**src/rtl/mbist_march.sv**
```systemverilog
// mbist_march: March-algorithm SRAM BIST engine (MATS+, March C-, March X), one op per cycle.
// Define MBIST_ERR_LOG_EN to keep the saturating error counter and first-failure capture.
module mbist_march #(
    parameter int DATA_W = 8,
    parameter int ADDR_W = 8,
    parameter int ERR_W  = 8
) (
    input  logic              clk,
    input  logic              rst_n,
    input  logic              start,
    input  logic [1:0]        mode,
    input  logic              abort,
    output logic              busy,
    output logic              done,
    output logic              pass,
    output logic [ERR_W-1:0]  err_count,
    output logic [ADDR_W-1:0] first_err_addr,
    output logic [DATA_W-1:0] first_err_data,
    output logic [ADDR_W-1:0] mem_addr,
    output logic              mem_we,
    output logic              mem_re,
    output logic [DATA_W-1:0] mem_wdata,
    input  logic [DATA_W-1:0] mem_rdata
);

    // state | meaning
    // IDLE  | waiting for start
    // RUN   | one memory op per cycle
    // FLUSH | compare of the final read
    // DONE  | one-cycle completion pulse, pass updated
    typedef enum logic [1:0] {IDLE, RUN, FLUSH, DONE} state_t;

    localparam logic [1:0] ALG_MATS   = 2'd0;
    localparam logic [1:0] ALG_MARCHC = 2'd1;
    localparam logic [1:0] ALG_MARCHX = 2'd2;

    function automatic logic [2:0] last_elem(input logic [1:0] alg);
        case (alg)
            ALG_MATS:   return 3'd2;
            ALG_MARCHX: return 3'd3;
            default:    return 3'd5;
        endcase
    endfunction

    function automatic logic elem_desc(input logic [1:0] alg, input logic [2:0] elem);
        case (alg)
            ALG_MATS, ALG_MARCHX: return elem == 3'd2;
            default:              return (elem == 3'd3) || (elem == 3'd4);
        endcase
    endfunction

    // Element 0 is w0; a final single-op element (March C-/X) is r0; the rest are (r~e0, we0).
    function automatic logic elem_two_op(input logic [1:0] alg, input logic [2:0] elem);
        return (elem != 3'd0) && !((alg != ALG_MATS) && (elem == last_elem(alg)));
    endfunction

    state_t            state_q;
    logic [1:0]        alg_q;
    logic [2:0]        elem_q;
    logic              op_q;
    logic [ADDR_W-1:0] addr_q;
    logic              pass_q;
    logic              fail_q;
    logic              cmp_valid_q;
    logic [DATA_W-1:0] cmp_exp_q;

    logic cur_two, cur_read, cur_val, cur_desc, addr_end, last_op, in_run;
    logic miscompare, start_run;

    always_comb begin
        cur_two  = elem_two_op(alg_q, elem_q);
        cur_read = cur_two ? !op_q : (elem_q != 3'd0);
        cur_val  = cur_two && (op_q ? elem_q[0] : !elem_q[0]);
        cur_desc = elem_desc(alg_q, elem_q);
        addr_end = cur_desc ? (addr_q == '0) : (addr_q == '1);
        last_op  = !cur_two || op_q;
        in_run   = (state_q == RUN);
    end

    assign miscompare = cmp_valid_q && (mem_rdata != cmp_exp_q);
    assign start_run  = (state_q == IDLE) && start && !abort;

    assign busy      = (state_q != IDLE);
    assign done      = (state_q == DONE);
    assign pass      = pass_q;
    assign mem_we    = in_run && !cur_read;
    assign mem_re    = in_run && cur_read;
    assign mem_addr  = in_run ? addr_q : '0;
    assign mem_wdata = mem_we ? {DATA_W{cur_val}} : '0;

    always_ff @(posedge clk or negedge rst_n) begin
        if (!rst_n) begin
            state_q     <= IDLE;
            alg_q       <= ALG_MATS;
            elem_q      <= 3'd0;
            op_q        <= 1'b0;
            addr_q      <= '0;
            pass_q      <= 1'b0;
            fail_q      <= 1'b0;
            cmp_valid_q <= 1'b0;
            cmp_exp_q   <= '0;
        end else begin
            cmp_valid_q <= 1'b0;
            if (miscompare)
                fail_q <= 1'b1;
            case (state_q)
                IDLE: begin
                    if (start_run) begin
                        state_q <= RUN;
                        alg_q   <= (mode == 2'd3) ? ALG_MARCHC : mode;
                        elem_q  <= 3'd0;
                        op_q    <= 1'b0;
                        addr_q  <= '0;
                        pass_q  <= 1'b0;
                        fail_q  <= 1'b0;
                    end
                end
                RUN: begin
                    if (abort) begin
                        state_q <= IDLE;
                        pass_q  <= 1'b0;
                    end else begin
                        if (cur_read) begin
                            cmp_valid_q <= 1'b1;
                            cmp_exp_q   <= {DATA_W{cur_val}};
                        end
                        if (!last_op) begin
                            op_q <= 1'b1;
                        end else begin
                            op_q <= 1'b0;
                            if (addr_end) begin
                                if (elem_q == last_elem(alg_q)) begin
                                    state_q <= FLUSH;
                                end else begin
                                    elem_q <= elem_q + 3'd1;
                                    addr_q <= elem_desc(alg_q, elem_q + 3'd1) ? '1 : '0;
                                end
                            end else begin
                                addr_q <= cur_desc ? addr_q - 1'b1 : addr_q + 1'b1;
                            end
                        end
                    end
                end
                FLUSH: begin
                    if (abort) begin
                        state_q <= IDLE;
                        pass_q  <= 1'b0;
                    end else begin
                        state_q <= DONE;
                        pass_q  <= !(fail_q || miscompare);
                    end
                end
                default: begin
                    state_q <= IDLE;
                    if (abort)
                        pass_q <= 1'b0;
                end
            endcase
        end
    end

`ifdef MBIST_ERR_LOG_EN
    logic [ADDR_W-1:0] cmp_addr_q;
    logic [ERR_W-1:0]  err_q;
    logic [ADDR_W-1:0] ferr_addr_q;
    logic [DATA_W-1:0] ferr_data_q;

    always_ff @(posedge clk or negedge rst_n) begin
        if (!rst_n) begin
            cmp_addr_q  <= '0;
            err_q       <= '0;
            ferr_addr_q <= '0;
            ferr_data_q <= '0;
        end else begin
            if (in_run && !abort && cur_read)
                cmp_addr_q <= addr_q;
            if (start_run) begin
                err_q       <= '0;
                ferr_addr_q <= '0;
                ferr_data_q <= '0;
            end else if (miscompare) begin
                if (err_q != '1)
                    err_q <= err_q + 1'b1;
                // The counter never returns to zero within a run, so zero marks the first miscompare.
                if (err_q == '0) begin
                    ferr_addr_q <= cmp_addr_q;
                    ferr_data_q <= mem_rdata;
                end
            end
        end
    end

    assign err_count      = err_q;
    assign first_err_addr = ferr_addr_q;
    assign first_err_data = ferr_data_q;
`else
    assign err_count      = '0;
    assign first_err_addr = '0;
    assign first_err_data = '0;
`endif

endmodule

```
**config.mk**
```make
export PLATFORM = sky130hd
export DESIGN_NAME = mbist_march
export DESIGN_NICKNAME = d
export VERILOG_FILES = /design/src/rtl/mbist_march.sv
export SDC_FILE = /design/constraint.sdc
export NUM_CORES = 1
export LEC_CHECK = 0
export ABC_AREA = 1
export CAP_MARGIN = 40
export CORE_MARGIN = 2
export CORE_UTILIZATION = 48
export DETAILED_ROUTE_END_ITERATION = 10
export PLACE_DENSITY = 0.81
export SLEW_MARGIN = 10
export SYNTH_ARGS = -nofsm -noshare
export SYNTH_HDL_FRONTEND = slang
export SYNTH_SLANG_ARGS = --single-unit
```
**constraint.sdc**
```tcl
create_clock -name clk -period 3.2 [get_ports clk]
set_clock_uncertainty 0.2 [all_clocks]
set_input_delay 0.32 -clock clk [delete_from_list [all_inputs] [get_ports clk]]
set_output_delay 0.32 -clock clk [all_outputs]
set_load 0.01 [all_outputs]
```
Word level (Yosys, flattened, before mapping)
Index checks and enable logic that the tools add are counted.
- bitwise operators: 1
- reductions and logical operators: 35
- multiplexer cells: 52
- $add $sub $neg: 3
- equal/unequal tests: 24
- operators with widths (kind ; count):
    two-way mux 8 bit ; 9
    two-way mux 3 bit ; 9
    two-way mux 1 bit ; 21
    one-hot mux 8 bit (2 select lines) ; 1
    two-way mux 2 bit ; 7
    == test 3 x 2 -> 1 bit (second input constant) ; 4
    one-hot mux 3 bit (2 select lines) ; 2
    inequality test 2 bit (second input constant) ; 5
    inequality test 3 bit (second input constant) ; 3
    adder 8 x 1 -> 8 bit (second input constant) ; 1
    == test 2 bit (second input constant) ; 4
    == test 8 bit (second input constant) ; 1
    logical AND 1 bit ; 8
    logical NOT 8 bit ; 1
    inequality test 8 bit ; 1
    subtractor 8 x 1 -> 8 bit (second input constant) ; 1
    logical NOT 1 bit ; 7
    == test 3 bit ; 2
    == test 3 bit (second input constant) ; 2
    one-hot mux 2 bit (3 select lines) ; 1
    AND reduction 3 bit ; 2
    AND reduction 6 bit ; 1
    nonzero test 2 bit ; 3
    nonzero test 3 bit ; 2
    other kinds (11) ; 17
- input port bits: 14
- logic and storage cells: 124
- output and inout port bits: 45
- flip-flop bits (word level): 20

Depth between registers and ports, before layout
Gate-level depths: netlist of the first run.
- word-level depth: 23
- depth in mapped cells: 16
- mapped depth without buffers: 16

Least setup slack after synthesis of the first run
OpenSTA, ideal clock, no wires.
- kind: register to output
- start: register elem_q[0]
- end: output mem_wdata[1]
- slack: 0.554 ns
- path buffers: 1
- cell stages (with the launch flop): 7
- data required time: 2.680 ns
- arrival: 2.126 ns
- cells stage by stage: dfrtp_1 > inv_1 > ha_1 > nand2_1 > nand2_1 > nor4_1 > buf_4
- cells in the longest elaborated chain, start to end: 8
- elaborated cells between the ends (all ways): 12
- classes of those cells: eq/ne: 1; mux: 3; reduce/logical: 8
- ends and longest elaborated chain (item ; line ; source):
    start, declared ; 59 ; logic [2:0] elem_q;
    start signal, assigned ; 135 ; elem_q <= elem_q + 3'd1;
    == test 3 bit ; 54 ; return (elem != 3'd0) && !((alg != ALG_MATS) && (elem == last_elem(alg)));
    logical AND 1 bit ; 54 ;
    logical NOT 1 bit ; 54 ;
    logical AND 1 bit ; 54 ;
    two-way mux 1 bit ; 72 ; cur_read = cur_two ? !op_q : (elem_q != 3'd0);
    logical NOT 1 bit ; 86 ; assign mem_we = in_run && !cur_read;
    logical AND 1 bit ; 86 ;
    two-way mux 8 bit * ; 89 ; assign mem_wdata = mem_we ? {DATA_W{cur_val}} : '0;
    end, declared ; 22 ; output logic [DATA_W-1:0] mem_wdata,
Mark *: on every way between the ends. The rest lies on a longest branch, timed or not.

Worst setup path after layout of the first run
- start: register elem_q[0]
- end: output mem_wdata[0]
The elaborated chain is that of the path after synthesis.

==> flow_metrics.py, run 1 <==
metrics = {
    "global_routing": {
        "grt.total_usage_pct": 18.4,
        "overflow": 0,
        "grt_pass1_vias": 1678,
        "antenna_found_initial": 0,
        "grt_pass1_wl_um": 7420,
        "grt_max_degree": 17,
    },
    "detailed_routing": {
        "routed-via-count": 1864,
        "drc": 0,
        "drt_iter0_drc": 125,
        "routed_wl_um": 4300,
        "drt_pass1_iterations": 4,
        "detail-route-antenna-nets": 0,
        "viasPerCell": 4.83,
        "wl_per_cell_um": 11.1,
    },
    "power_and_ir_drop": {
        "peakVddDrop_mv": 0.358,
        "power.leakage_uw": 0.00124,
        "cellPowerDensity_nw_per_um2": 659,
    },
    "critical_path": {
        "critPathKind": "reg -> out",
        "path_common_cell": "nand2_1",
        "crit_chain": "inv_1 > ha_1 > nand2_1 > nand2_1 > nor4_1 > buf_4 > clkdlybuf4s50_1",
        "startpoint_type": "flop",
        "crit_slowest_cell": "clkdlybuf4s50_1",
        "cp-end-kind": "primary output",
        "critPathMaxStageDelay_ns": 0.57,
        "crit_arrival_ns": 2.39,
        "worstPathRequired_ns": 2.68,
        "crit_fanout": 8,
    },
    "finish": {
        "fin_cells": 386,
        "mostFrequentLayoutCell": "nand2_1",
        "drive_above_1_share_pct": 8.63,
        "antennaDiodeCount": 0,
        "area_growth_syn_to_layout_pct": 16.8,
        "fin_nets": 366,
        "final_cell_mix": "nand2_1, nor2_1, clkdlybuf4s50_1, inv_1, nand3_1",
    },
    "yosys": {
        "syn_area_um2": 2030,
        "syn_area_per_cell_um2": 6.65,
        "yosysWarnings": 0,
        "synth.distinct_cells": 33,
        "ys_ff_latch": 20,
        "syn_inst": 306,
        "yosysSeqAreaShare_pct": 24.6,
    },
    "place": {
        "dp_cells": 382,
        "gp_congestion": 0.860,
        "place_ws_ns": 0.459,
        "place.port_buffers": 34,
        "hpwl_um": 3470,
    },
    "floorplan": {
        "die_h_um": 69.1,
        "core_um2": 4030,
        "die_w_um": 69.1,
        "rows": 23,
        "die_area_um2": 4780,
        "start_util_pct": 50.5,
        "boundaryPins": 59,
    },
    "sta": {
        "max_freq_mhz": 343,
        "final-hold-violation-count": 0,
        "rsz0062_at_grt": "false",
        "setup_slack_ns": 0.287,
        "fin_crit_sh_pct": 91.0,
        "fin_setup_tns_ns": 0,
        "finalSetupViolations": 0,
        "slew_viol_final": 0,
        "min_period_ns": 2.91,
    },
    "clock_network": {
        "cts_sinks": 20,
        "cts_resized": 0,
        "cts_root_buffer": "clkbuf_8",
        "hold_buffers": 0,
        "postCtsSetupBuffers": 0,
        "htree_levels": 1,
        "cts_tree": "done",
        "numCtsBuffers": 3,
        "cts.clk_slew.worst_paths_ns": 0.08,
        "worstSkewPairLatency_ns": 0.26,
        "clock_path_buffers": 2,
    },
    "job": {
        "cap_violations": 0,
    },
    "worst_hold_path": {
        "hp-class": "in -> async",
    },
    "outcome": {
        "status": "complete, no violations",
    },
}
## cell type report
class,count,area (µm²)
Fill cell,365,1650
Multi-Input combinational cell,235,1220
Sequential cell,20,500
Timing Repair Buffer,36,363
Inverter,41,159
Tap cell,50,62.6
Clock buffer,3,41.3
Clock inverter,1,30.0
## through the flow
stage / hold WS (ns) / total power, µW / instance area [µm²] / util, %
floorplan: -0.176 / 1090 / 2120 / -
global placement: 0.274 / 1280 / 2290 / 56.8
detailed placement: 0.275 / 1300 / 2300 / 57.2
CTS: 0.168 / 1570 / 2380 / 59.0
global route: 0.196 / 1710 / 2380 / 59.0
finish: 0.161 / 1570 / 2380 / 59.0
## registers in the layout, indices dropped and copies added, names as in the netlist
| name | count |
|---|---|
| addr_q | 8 |
| alg_q | 2 |
| cmp_exp_q | 1 |
| cmp_valid_q | 1 |
| elem_q | 3 |
| fail_q | 1 |
| op_q | 1 |
| pass | 1 |
| state_q | 2 |
## synthesized netlist by cell type, drive strengths merged
cell | n | area [µm²]
a21boi | 2 | 15.0
a21oi | 6 | 33.8
a22o | 1 | 8.76
buf | 32 | 238
clkbuf | 1 | 3.75
clkinv | 1 | 3.75
conb | 1 | 3.75
dfrtp | 20 | 500
fa | 1 | 20.0
ha | 14 | 175
inv | 40 | 155
nand2 | 95 | 379
nand3 | 29 | 155
nand4 | 2 | 12.5
nor2 | 40 | 190
nor3 | 2 | 15.0
nor4 | 1 | 6.26
o211ai | 4 | 30.0
o21a | 1 | 8.76
o21ai | 9 | 45.0
xnor2 | 2 | 17.5
xor2 | 2 | 17.5
## cell families (layout without fill, tap and decap cells)
family,Yosys count,in the layout,synth area share [%]
adder cells (fa/ha/maj),15,15,9.59
AND/OR/NAND/NOR,169,169,37.3
other,1,24,0.184
AO/OA/AOI/OAI,23,23,6.95
XOR/XNOR,4,4,1.72
buffers and inverters,74,81,19.7
flip-flops,20,20,24.6
## power breakdown
| part | total (µW) | internal, µW | switching, µW |
|---|---|---|---|
| Clock | 256 | 167 | 88.9 |
| Combinational | 863 | 342 | 521 |
| Sequential | 447 | 329 | 117 |
| Total | 1570 | 839 | 727 |
## path summary, 6_finish.rpt
path	slack, ns	cells past startpoint	from	to
worst max register to register	0.45	14	elem_q[0]	addr_q[6]
worst min-delay path	0.16	1	rst_n	addr_q[1]
worst max-delay path	0.29	7	elem_q[0]	mem_wdata[0]
max in group asynchronous	2.21	2	rst_n	state_q[0]
min in group clk	0.29	2	pass	pass
worst min register to register	0.29	2	pass	pass
## per-layer routing
metal / routed length (µm) / global-route usage (%) / vias up
li1: - / - / 960
met1: 1880 / 23.2 / 835
met2: 2080 / 32.2 / 63
met3: 260 / 3.65 / 6
met4: 73 / 4.79 / 0
met5: 0 / 0 / -
## worst max-delay path, delay by kind of cell (launching register included)
kind	cells	cell delay (ns)
buffers and inverters	3	0.92
flip-flops	1	0.49
adder cells (fa/ha/maj)	1	0.23
AND/OR/NAND/NOR	3	0.50
Note: power is estimated with default switching activity, not from simulation.
==> run 2, diff against run 1 <==
- CORE_UTILIZATION: 48 -> 50
- CTS_CLUSTER_SIZE: unset -> 25
- PLACE_DENSITY: 0.81 -> 0.84
- clock period: 3.2 -> 3.51 ns (I/O delays scaled with it)
==> run 2 against run 1 <==
  * Sequential cell count is the same
  * Core utilization rose by 0.45 points
  * Sequential share of layout area is 0.15 points higher
  * First-iteration DRC count fell by 34%
  * Via count is 0.48% higher
  * Sequential power down 8.5%
  * Die area is 3.8% lower
  * Design area decreased by 0.68%
  * Combinational power is 8.6% lower
==> flow_metrics.py, run 2 (synthesized netlist as in run 1, its figures left out) <==
metrics = {
    "sta": {
        "final-hold-violation-count": 0,
        "rsz0062_at_grt": "false",
        "min_period_ns": 2.94,
        "setup_slack_ns": 0.574,
        "max_freq_mhz": 341,
        "finalSetupViolations": 0,
        "slew_viol_final": 0,
        "fin_setup_tns_ns": 0,
        "fin_crit_sh_pct": 83.7,
    },
    "clock_network": {
        "cts_tree": "done",
        "hold_buffers": 0,
        "cts.clk_slew.worst_paths_ns": 0.08,
        "htree_levels": 1,
        "numCtsBuffers": 3,
        "cts_resized": 0,
        "cts_sinks": 20,
        "clock_path_buffers": 2,
        "cts_root_buffer": "clkbuf_8",
        "postCtsSetupBuffers": 0,
        "worstSkewPairLatency_ns": 0.27,
    },
    "power_and_ir_drop": {
        "power.leakage_uw": 0.00124,
        "pwr-share-clk_pct": 13.2,
        "switchingPower_uw": 665,
        "p_total_uw": 1380,
        "p_int_uw": 715,
        "peakVddDrop_mv": 0.403,
        "p_seq_share_pct": 29.6,
        "p_comb_share_pct": 57.1,
        "cellPowerDensity_nw_per_um2": 585,
        "sw_frac_of_total_pct": 48.2,
    },
    "critical_path": {
        "crit_arrival_ns": 2.39,
        "startpoint_type": "flop",
        "critPathKind": "reg -> out",
        "path_common_cell": "nand2_1",
        "crit_chain": "inv_1 > ha_1 > nand2_1 > nand2_1 > nor4_1 > buf_4 > clkdlybuf4s50_1",
        "critPathMaxStageDelay_ns": 0.56,
        "crit_fanout": 8,
        "cp-end-kind": "primary output",
        "worstPathRequired_ns": 2.96,
        "crit_buf_inv": 3,
        "path_delay_family": "buffers and inverters",
        "crit_slowest_cell": "clkdlybuf4s50_1",
    },
    "place": {
        "hpwl_um": 3510,
        "dpl-instance-area_um2": 2300,
        "gp_congestion": 0.898,
        "place.port_buffers": 34,
        "place_ws_ns": 0.781,
    },
    "global_routing": {
        "overflow": 0,
        "grt_pass1_vias": 1670,
        "grt.total_usage_pct": 20.9,
        "grt_pass1_wl_um": 7220,
        "antenna_found_initial": 0,
        "grt_max_degree": 19,
    },
    "detailed_routing": {
        "drc": 0,
        "drt_iter0_drc": 82,
        "routed-via-count": 1873,
        "detail-route-antenna-nets": 0,
        "wl_per_cell_um": 11.4,
        "drt_pass1_iterations": 4,
        "routed_wl_um": 4390,
        "viasPerCell": 4.85,
    },
    "floorplan": {
        "die_w_um": 67.8,
        "core_um2": 3970,
        "rows": 23,
        "die_area_um2": 4590,
        "start_util_pct": 51.2,
        "boundaryPins": 59,
        "die_h_um": 67.8,
    },
    "finish": {
        "drive_above_1_share_pct": 8.63,
        "largest_reg_flops": 8,
        "fill_cells": 385,
        "mostFrequentLayoutCell": "nand2_1",
        "area_growth_syn_to_layout_pct": 16.0,
        "antennaDiodeCount": 0,
        "final_cell_mix": "nand2_1, nor2_1, clkdlybuf4s50_1, inv_1, nand3_1",
        "fin_nets": 366,
        "top_regs": "addr_q: 8 flops, elem_q: 3 flops",
        "regMostFlops": "addr_q",
        "postLayoutCellArea_um2": 2360,
    },
    "outcome": {
        "status": "complete, no violations",
    },
    "worst_hold_path": {
        "hp-class": "in -> async",
    },
    "job": {
        "cap_violations": 0,
    },
}
==> run 2: cell count changes in the layout (fill, tap and decap cells not counted), sizes merged <==
cell / change
bufinv: -1
clkbuf: +1
==> run 2: metrics by stage <==
stage	utilization [%]	instances	hold slack, ns
finish	59.4	386	0.0778
global route	59.4	386	0.0877
detailed placement	58.0	382	0.277
CTS	59.4	386	0.0828
global placement	57.7	381	0.279
floorplan	-	329	-0.145
==> run 2: path summary, 6_finish.rpt <==
check	to	cells past startpoint	slack [ns]	from
worst max-delay path	mem_wdata[0]	7	0.57	elem_q[0]
worst min-delay path	addr_q[5]	1	0.08	rst_n
worst max register to register	addr_q[6]	14	0.78	elem_q[0]
worst min register to register	pass	2	0.30	pass
max in group asynchronous	elem_q[0]	2	2.65	rst_n
min in group clk	pass	2	0.30	pass
==> run 2: power by group through the flow <==
stage | Combinational, µW | Clock [µW] | Sequential [µW]
after floorplan | 613 | 0 | 377
after global placement | 762 | 0 | 410
after detailed placement | 785 | 0 | 414
after CTS | 791 | 187 | 409
after global routing | 896 | 193 | 421
final | 789 | 183 | 409
==> run 2: final cells by class <==
cell class	instances	area [µm²]	area share, %
clock buffer	4	55.1	2.33
inverter	41	159	6.73
multi-input combinational	235	1220	51.7
sequential	20	500	21.2
tap	50	62.6	2.65
timing repair buffer	36	363	15.4
==> run 2: worst register-to-register path, cell delays in order, from the launching register on <==
cell and delay, ns:
dfrtp_1 0.47, inv_1 0.17, ha_1 0.18, inv_1 0.04, nand2_1 0.08, nand3_2 0.10, nand2_2 0.21, inv_1 0.08
fa_1 0.40, o21ai_0 0.29, nand2_1 0.11, nand3_1 0.09, nand3_1 0.08, nand3_1 0.09, nand2_1 0.05
==> run 2: routing by layer <==
layer  track usage (%)  part of all wire, %
met3              3.83                  4.9
met4              7.75                  2.2
met1              25.0                   42
met5                 0                    0
met2              36.9                   51
